## src/rtl/seq_shifter.sv

```systemverilog
// rtl/seq_shifter.sv - multi-cycle shifter/rotator, STEP bits per clock, start/done handshake
module seq_shifter #(
  parameter int WIDTH = 8,
  parameter int STEP  = 1,
  parameter int CNT_W = $clog2(WIDTH)
) (
  input  logic             clk,
  input  logic             rst_n,
  input  logic             start,
  input  logic [WIDTH-1:0] data,
  input  logic [2:0]       mode,
  input  logic [CNT_W-1:0] shift_count,
  output logic             ready,
  output logic             busy,
  output logic             done,
  output logic [WIDTH-1:0] shift_out,
  output logic             C,
  output logic             Z
);

  typedef enum logic [1:0] {IDLE, SHIFT, DONE} state_t;

  state_t           state;
  logic [WIDTH-1:0] opnd;
  logic [CNT_W-1:0] rem;
  logic [2:0]       md;
  logic [WIDTH-1:0] step_val;
  logic             step_c;
  logic             last;
  logic             passthru;

  // A multi-bit step is a chain of single-bit shifts, so carry matches count single shifts.
  always_comb begin
    step_val = opnd;
    step_c   = 1'b0;
    for (int i = 0; i < STEP; i++) begin
      if (i < int'(rem)) begin
        case (md)
          3'd0: begin
            step_c   = step_val[WIDTH-1];
            step_val = {step_val[WIDTH-2:0], 1'b0};
          end
          3'd1: begin
            step_c   = step_val[0];
            step_val = {1'b0, step_val[WIDTH-1:1]};
          end
          3'd2: begin
            step_c   = step_val[WIDTH-1];
            step_val = {step_val[WIDTH-2:0], step_val[WIDTH-1]};
          end
          3'd3: begin
            step_c   = step_val[0];
            step_val = {step_val[0], step_val[WIDTH-1:1]};
          end
          3'd4: begin
            step_c   = step_val[0];
            step_val = {step_val[WIDTH-1], step_val[WIDTH-1:1]};
          end
          default: ;
        endcase
      end
    end
  end

  assign last     = (int'(rem) <= STEP);
  assign passthru = (shift_count == '0) || (mode > 3'd4);

  always_ff @(posedge clk or negedge rst_n) begin
    if (!rst_n) begin
      state     <= IDLE;
      opnd      <= '0;
      rem       <= '0;
      md        <= '0;
      shift_out <= '0;
      C         <= 1'b0;
      Z         <= 1'b0;
      done      <= 1'b0;
      busy      <= 1'b0;
      ready     <= 1'b1;
    end else begin
      done <= 1'b0;
      case (state)
        IDLE, DONE: begin
          if (start) begin
            if (passthru) begin
              state     <= DONE;
              shift_out <= data;
              C         <= 1'b0;
              Z         <= (data == '0);
              done      <= 1'b1;
            end else begin
              state <= SHIFT;
              opnd  <= data;
              rem   <= shift_count;
              md    <= mode;
              busy  <= 1'b1;
              ready <= 1'b0;
            end
          end else begin
            state <= IDLE;
          end
        end
        SHIFT: begin
          if (last) begin
            state     <= DONE;
            shift_out <= step_val;
            C         <= step_c;
            Z         <= (step_val == '0);
            done      <= 1'b1;
            busy      <= 1'b0;
            ready     <= 1'b1;
          end else begin
            opnd <= step_val;
            rem  <= rem - CNT_W'(STEP);
          end
        end
        default: state <= IDLE;
      endcase
    end
  end

endmodule

```

## config.mk

```make
export PLATFORM = sky130hd
export DESIGN_NAME = seq_shifter
export DESIGN_NICKNAME = d
export VERILOG_FILES = /design/src/rtl/seq_shifter.sv
export SDC_FILE = /design/constraint.sdc
export NUM_CORES = 1
export LEC_CHECK = 0
export ABC_AREA = 0
export BUFFER_PORTS_ARGS = -buffer_cell sky130_fd_sc_hd__buf_2
export CAP_MARGIN = 0
export CELL_PAD_IN_SITES_DETAIL_PLACEMENT = 1
export CELL_PAD_IN_SITES_GLOBAL_PLACEMENT = 1
export CORE_ASPECT_RATIO = 0.5
export CORE_MARGIN = 2
export CORE_UTILIZATION = 37
export CTS_CLUSTER_SIZE = 16
export DETAILED_ROUTE_END_ITERATION = 16
export PLACE_DENSITY_LB_ADDON = 0.1
export REMOVE_ABC_BUFFERS = 1
export SLEW_MARGIN = 20
export SYNTH_ARGS = -nofsm -noshare
export SYNTH_HDL_FRONTEND = slang
export SYNTH_SLANG_ARGS = --single-unit
```

## constraint.sdc

```tcl
create_clock -name clk -period 1.8 [get_ports clk]
set_input_delay 0.27 -clock clk [delete_from_list [all_inputs] [get_ports clk]]
set_output_delay 0.27 -clock clk [all_outputs]
set_load 0.01 [all_outputs]
```

==> results of run 1 <==
-- layer usage --
metal	track usage, %	vias up
met5	0	-
met4	3.865	0
met3	5.963	4
met2	29.34	21
met1	27.24	661
li1	-	665
-- final timing paths --
kind                                end    startpoint  cells after the start  slack (ns)
max                                   Z        rem[0]                      6        0.06
max in group asynchronous         md[2]         rst_n                      1        1.30
min reg2reg                shift_out[7]  shift_out[7]                      1        0.50
min in group clk                  md[2]       mode[2]                      2        0.24
max reg2reg                           Z        rem[0]                      6        0.06
min                        shift_out[3]         rst_n                      1        0.02
-- cells in the final DEF, fill, tap and decap left out, drive strengths merged, types with 2 or more instances in the layout --
master,instances
a21o,3
nor4,3
o21ai,15
nand3,4
clkbuf,6
a21oi,27
o211ai,2
ha,2
nor3,4
nor2b,4
mux2,5
inv,4
mux2i,7
nor2,16
clkinv,2
nand2,11
a31oi,8
buf,43
nand2b,3
dfrtp,28
-- repair_timing --
| item | in CTS | in global routing |
|---|---|---|
| gates resized for setup | 3 | 5 |
| setup endpoints to repair | 1 | 4 |
| pin swaps | 1 | 0 |
-- metrics by stage --
step | std cells | setup TNS [ns] | worst slack (ns) | power (W)
2_1_floorplan | 154 | -4.392 | -0.5297 | 0.002543
3_3_place_gp | 251 | -0.007194 | -0.007194 | 0.003279
3_5_place_dp | 251 | -0.07749 | -0.07749 | 0.003344
4_1_cts | 259 | 0 | 0.01394 | 0.003948
5_1_grt | 259 | -0.04170 | -0.04170 | 0.004268
6_report | 259 | 0 | 0.05774 | 0.003929
-- power by group --
| group | internal [W] | switching (W) | leakage (nW) | total [W] |
|---|---|---|---|---|
| Sequential | 0.000983 | 0.000284 | 0.331 | 0.00127 |
| Combinational | 0.000933 | 0.00121 | 0.455 | 0.00214 |
| Clock | 0.000267 | 0.000257 | 0.0450 | 0.000524 |
-- area by class of cell --
type	instances	area [µm²]
clock buffer	6	72.57
clock inverter	2	10.01
fill	469	2029
inverter	4	15.01
multi-input combinational	121	770.7
sequential	29	728.2
tap	54	67.56
timing repair buffer	43	250.2
-- state kept, by name (all words and copies together) (netlist names), 2 cells and up --
| name | count |
|---|---|
| state | 2 |
| rem | 3 |
| opnd | 8 |
| shift_out | 8 |
| md | 3 |
-- cell families (layout without fill, tap and decap cells) --
logic type	count (synthesis)	after routing
buffers and inverters	12	55
AOI/OAI and AO/OA	58	58
DFF	29	29
muxes	12	12
adders and majority gates	2	2
and+or+nand+nor	49	49
==> metrics.cfg, run 1 <==
[die]
die_w_um=95.17
die_h_um=49.59
dieArea_um2=4719
ios=30
design.core.area_um2=3944
start_util_pct=38.99
placement_rows=16

[logic_synthesis]
synth_top_area_share_pct=45.57
synth_top_family_by_area=compound AO/OA/AOI/OAI gates
syn_inst=162
ys_seq_area_share_pct=47.27
syn_area_um2=1538
synth_top_area_cell=dfrtp_1
synth_warnings=0
syn_area_per_cell_um2=9.492
synth.most_common_cell=dfrtp_1
synth_area_leaders=dfrtp_1 46%, a21oi_1 8.8%, mux2i_1 4.6%, o21ai_0 4.6%, nor2_1 3.9%
synthAdderAreaFrac_pct=1.627
synthFlopType=dfrtp_1
synth-xor-area-share_pct=0
synth_compound_area_share_pct=23.27
synthMuxAreaShare_pct=8.218
synth_simple_gate_area_share_pct=15.46
synth.distinct_cells=31
ys_ff_latch=29
netlist_top_cells_count=28 x dfrtp_1, 27 x a21oi_1, 16 x nor2_1
synthArstFlopShare_pct=100.0
synth_edf_count=0

[detailed_routing]
via_per_inst=5.216
dr.pass1.iters=4
ant_nets=0
routed.top_layer=met4
routedWlPerCell_um=15.73
wl_um=4074
wl_met2_um=1820
drc=0
detailedRoute.firstIterationViolations=41
route.vias.total=1351
routed-wl-met3_um=146
wl_met1_um=2088

[grt]
overflow=0
antenna_found_initial=0
grtUsageTotal_pct=19.32
grt_max_degree=30
grt_pass1_wl_um=6906
grt_pass1_vias=1397

[cts]
clock_sinks=29
cts_buffers=5
h-tree-depth=2
cts-root-buf=clkbuf_8
cts_max_path_buffers=2
cts_tree=done
cts_hold_buf=0
clock_latency_ns=0.28
clk_pin_slew_ns=0.07
post-cts-setup-buffers=0

[worst_setup_path]
cp_cell_sequence=or3_4 > and2_4 > a31oi_1 > nor4_2 > a21oi_1 > a21oi_1
cp_common_cell=a21oi_1
slowest_delay_ns=0.46
crit_family=simple AND/OR/NAND/NOR gates
critPathRequiredTime_ns=1.97
cp-end-kind=register
critPathSlowestCell=or3_4
worstPathArrival_ns=1.91
critPathLaunchType=register
crit_path_max_fanout=8
path_buf_inv=0
critPathKind=register to register

[sta]
fin_worst_skew_ns=0.007971
period_minus_slack_ns=1.742
timing.hold.ws_ns=0.01661
worst_pin_slew_ns=0.6703
drv_slew=0
max-slew-margin-rel_pct=55.31
max_freq_mhz=574.0
rsz0062_at_grt=yes
setup_viol=0
finalCritPeriodShare_pct=96.79
hold_viol_final=0

[placed_design]
gp_congestion=0.8539
io_buffers=29
place_area_um2=1807
dpl.hpwl_um=3012

[flow_run]
drv_cap=0

[cells_and_area]
drive_gt1_share_pct=33.17
fin_util_pct=48.54
antenna_cells=0
synthToLayoutAreaGrowth_pct=24.49
design_area_um2=1914
nets=223

[pwr]
p_leak_nw=0.8313
ir_worst_vdd_v=0.0007320
p_per_area_nw_per_um2=2053

[hold_path]
hold_class=primary input to async pin

[outcome]
status=finished, final reports clean

Note: power is estimated with default switching activity, not from simulation.
==> run 2: changes to the inputs <==
Settings changed: RECOVER_POWER from default to 100.
==> run 2 against run 1 <==
Effect of this change:
- first-iteration DRC count unchanged
- register-to-register slack about the same
- count of clock-buffer cells in the layout unchanged
- flip-flop and latch count unchanged
- cell count unchanged
- clock power about the same
- utilization down 0.73 points
- clock skew about the same
- design area down 1.5%
- worst hold slack about the same
- fmax about the same
- total power down 1.2%
- largest power group unchanged
==> metrics.cfg, run 2 (same netlist as run 1, synthesis figures left out) <==
[outcome]
status=finished, final reports clean

[cells_and_area]
synthToLayoutAreaGrowth_pct=22.62
design_area_um2=1886  ; -1.5%
final_cell_mix=27 x dfrtp_1, 27 x a21oi_1, 18 x clkbuf_1
drive_gt1_share_pct=24.88  ; -8.3 points
fillers=481  ; +2.6%
fin_util_pct=47.81  ; -0.73 points
reg_top3=opnd: 8 flops, shift_out: 8 flops
antenna_cells=0  ; unchanged
final_cells=259  ; unchanged
nets=223  ; unchanged

[worst_setup_path]
cp_cell_sequence=or3_4 > and2_4 > a31oi_1 > nor4_2 > a21oi_1 > a21oi_1
cp-end-kind=register
path_buf_inv=0  ; unchanged
crit_family=simple AND/OR/NAND/NOR gates
critPathRequiredTime_ns=1.97  ; about the same
critPathLaunchType=register
critPathKind=register to register
crit_path_max_fanout=8  ; unchanged
cp_common_cell=a21oi_1
slowest_delay_ns=0.46  ; about the same
worstPathArrival_ns=1.91  ; about the same
critPathSlowestCell=or3_4

[die]
die_h_um=49.59  ; unchanged
die_w_um=95.17  ; unchanged
design.core.area_um2=3944  ; unchanged
dieArea_um2=4719  ; unchanged
start_util_pct=38.99  ; unchanged
placement_rows=16  ; unchanged
ios=30  ; unchanged

[cts]
clk_pin_slew_ns=0.07  ; about the same
cts-root-buf=clkbuf_8
post-cts-setup-buffers=0  ; unchanged
h-tree-depth=2  ; unchanged
cts_max_path_buffers=2  ; unchanged
cts_buffers=5  ; unchanged
clock_latency_ns=0.28  ; about the same
clock_sinks=29  ; unchanged
cts_tree=done

[sta]
max-slew-margin-rel_pct=55.43  ; +0.11 points
setup_viol=0  ; unchanged
drv_slew=0  ; unchanged
max_freq_mhz=574.4  ; about the same
hold_viol_final=0  ; unchanged
rsz0062_at_grt=yes
period_minus_slack_ns=1.741  ; -0.001163 ns
finalCritPeriodShare_pct=96.73  ; about the same
fin_worst_skew_ns=0.007768  ; -0.0002030 ns
worst_pin_slew_ns=0.6686  ; -0.001723 ns
tns_ns=0  ; unchanged

[pwr]
p_leak_nw=0.7819  ; -5.9%
netSwitchingPower_w=0.001751  ; +0.30%
switching_share_pct=45.10  ; +0.67 points
ir_worst_vdd_v=0.0007227  ; -1.3%
p_per_area_nw_per_um2=2059  ; +0.32%
p_int_w=0.002132  ; -2.4%
seq_power_share_pct=32.7  ; +0.4 points
pwr-share-comb_pct=53.8  ; -0.6 points
clkPwrFrac_pct=13.5  ; +0.2 points

[detailed_routing]
detailedRoute.firstIterationViolations=41  ; unchanged
route.vias.total=1352  ; +0.074%
wl_um=4088  ; +0.34%
ant_nets=0  ; unchanged
routedWlPerCell_um=15.78  ; +0.34%
via_per_inst=5.220  ; about the same
dr.pass1.iters=4  ; unchanged
drc=0  ; unchanged

[grt]
grtUsageTotal_pct=19.32  ; unchanged
antenna_found_initial=0  ; unchanged
grt_max_degree=30  ; unchanged
overflow=0  ; unchanged
grt_pass1_vias=1397  ; unchanged
grt_pass1_wl_um=6906  ; unchanged

[placed_design]
io_buffers=29  ; unchanged
gp_congestion=0.8539  ; unchanged
place_area_um2=1807  ; unchanged
dp_cells=251  ; unchanged
dpl.hpwl_um=3012  ; unchanged

[flow_run]
drv_cap=0  ; unchanged

[hold_path]
hold_class=primary input to async pin

==> run 2: worst paths after layout <==
| path | startpoint | endpoint | slack (ns) | cells after the start |
|---|---|---|---|---|
| max in group asynchronous | rst_n | md[2] | 1.30 | 1 |
| setup reg to reg | rem[0] | Z | 0.06 | 6 |
| hold / removal | rst_n | shift_out[3] | 0.02 | 1 |
| min in group clk | mode[2] | md[2] | 0.24 | 2 |
| hold reg to reg | shift_out[7] | shift_out[7] | 0.51 | 1 |
| setup / recovery | rem[0] | Z | 0.06 | 6 |
==> run 2: final cells by class <==
cell class / count / area [µm²] / area share (%)
Timing Repair Buffer: 43 / 221.5 / 11.75
Tap cell: 54 / 67.56 / 3.583
Multi-Input combinational cell: 121 / 770.7 / 40.88
Sequential cell: 29 / 728.2 / 38.62
Inverter: 4 / 15.01 / 0.7963
Clock buffer: 6 / 72.57 / 3.849
Clock inverter: 2 / 10.01 / 0.5309
==> run 2: what timing repair did <==
action / in CTS / in global routing
hold buffers: 0 / 0
pin swaps: 1 / 0
hold endpoints to repair: 0 / 0
resized for setup: 3 / 5
setup endpoints to repair: 1 / 4
==> run 2: metrics by stage <==
step                hold WS, ns  power (W)  worst slack [ns]
floorplan              -0.02559   0.002543           -0.5297
global placement         0.3387   0.003279         -0.007194
finish                  0.01629   0.003883           0.05890
CTS                     0.04833   0.003948           0.01394
global route            0.07850   0.004218          -0.04170
detailed placement       0.3525   0.003344          -0.07749
==> run 2: power by group through the flow <==
stage	Clock [W]	Sequential, W	Combinational (W)
3_3_place_gp	0	0.00125	0.00202
4_1_cts	0.000539	0.00127	0.00214
5_1_grt	0.000563	0.00132	0.00234
3_5_place_dp	0	0.00127	0.00207
6_report	0.000524	0.00127	0.00209
2_1_floorplan	0	0.00128	0.00126
==> run 2: layer usage <==
layer / track usage (%) / vias to the layer above / routed length, µm
li1: - / 665 / -
met4: 3.865 / 0 / 18
met2: 29.34 / 21 / 1807
met5: 0 / - / 0
met1: 27.24 / 662 / 2108
met3: 5.963 / 4 / 153
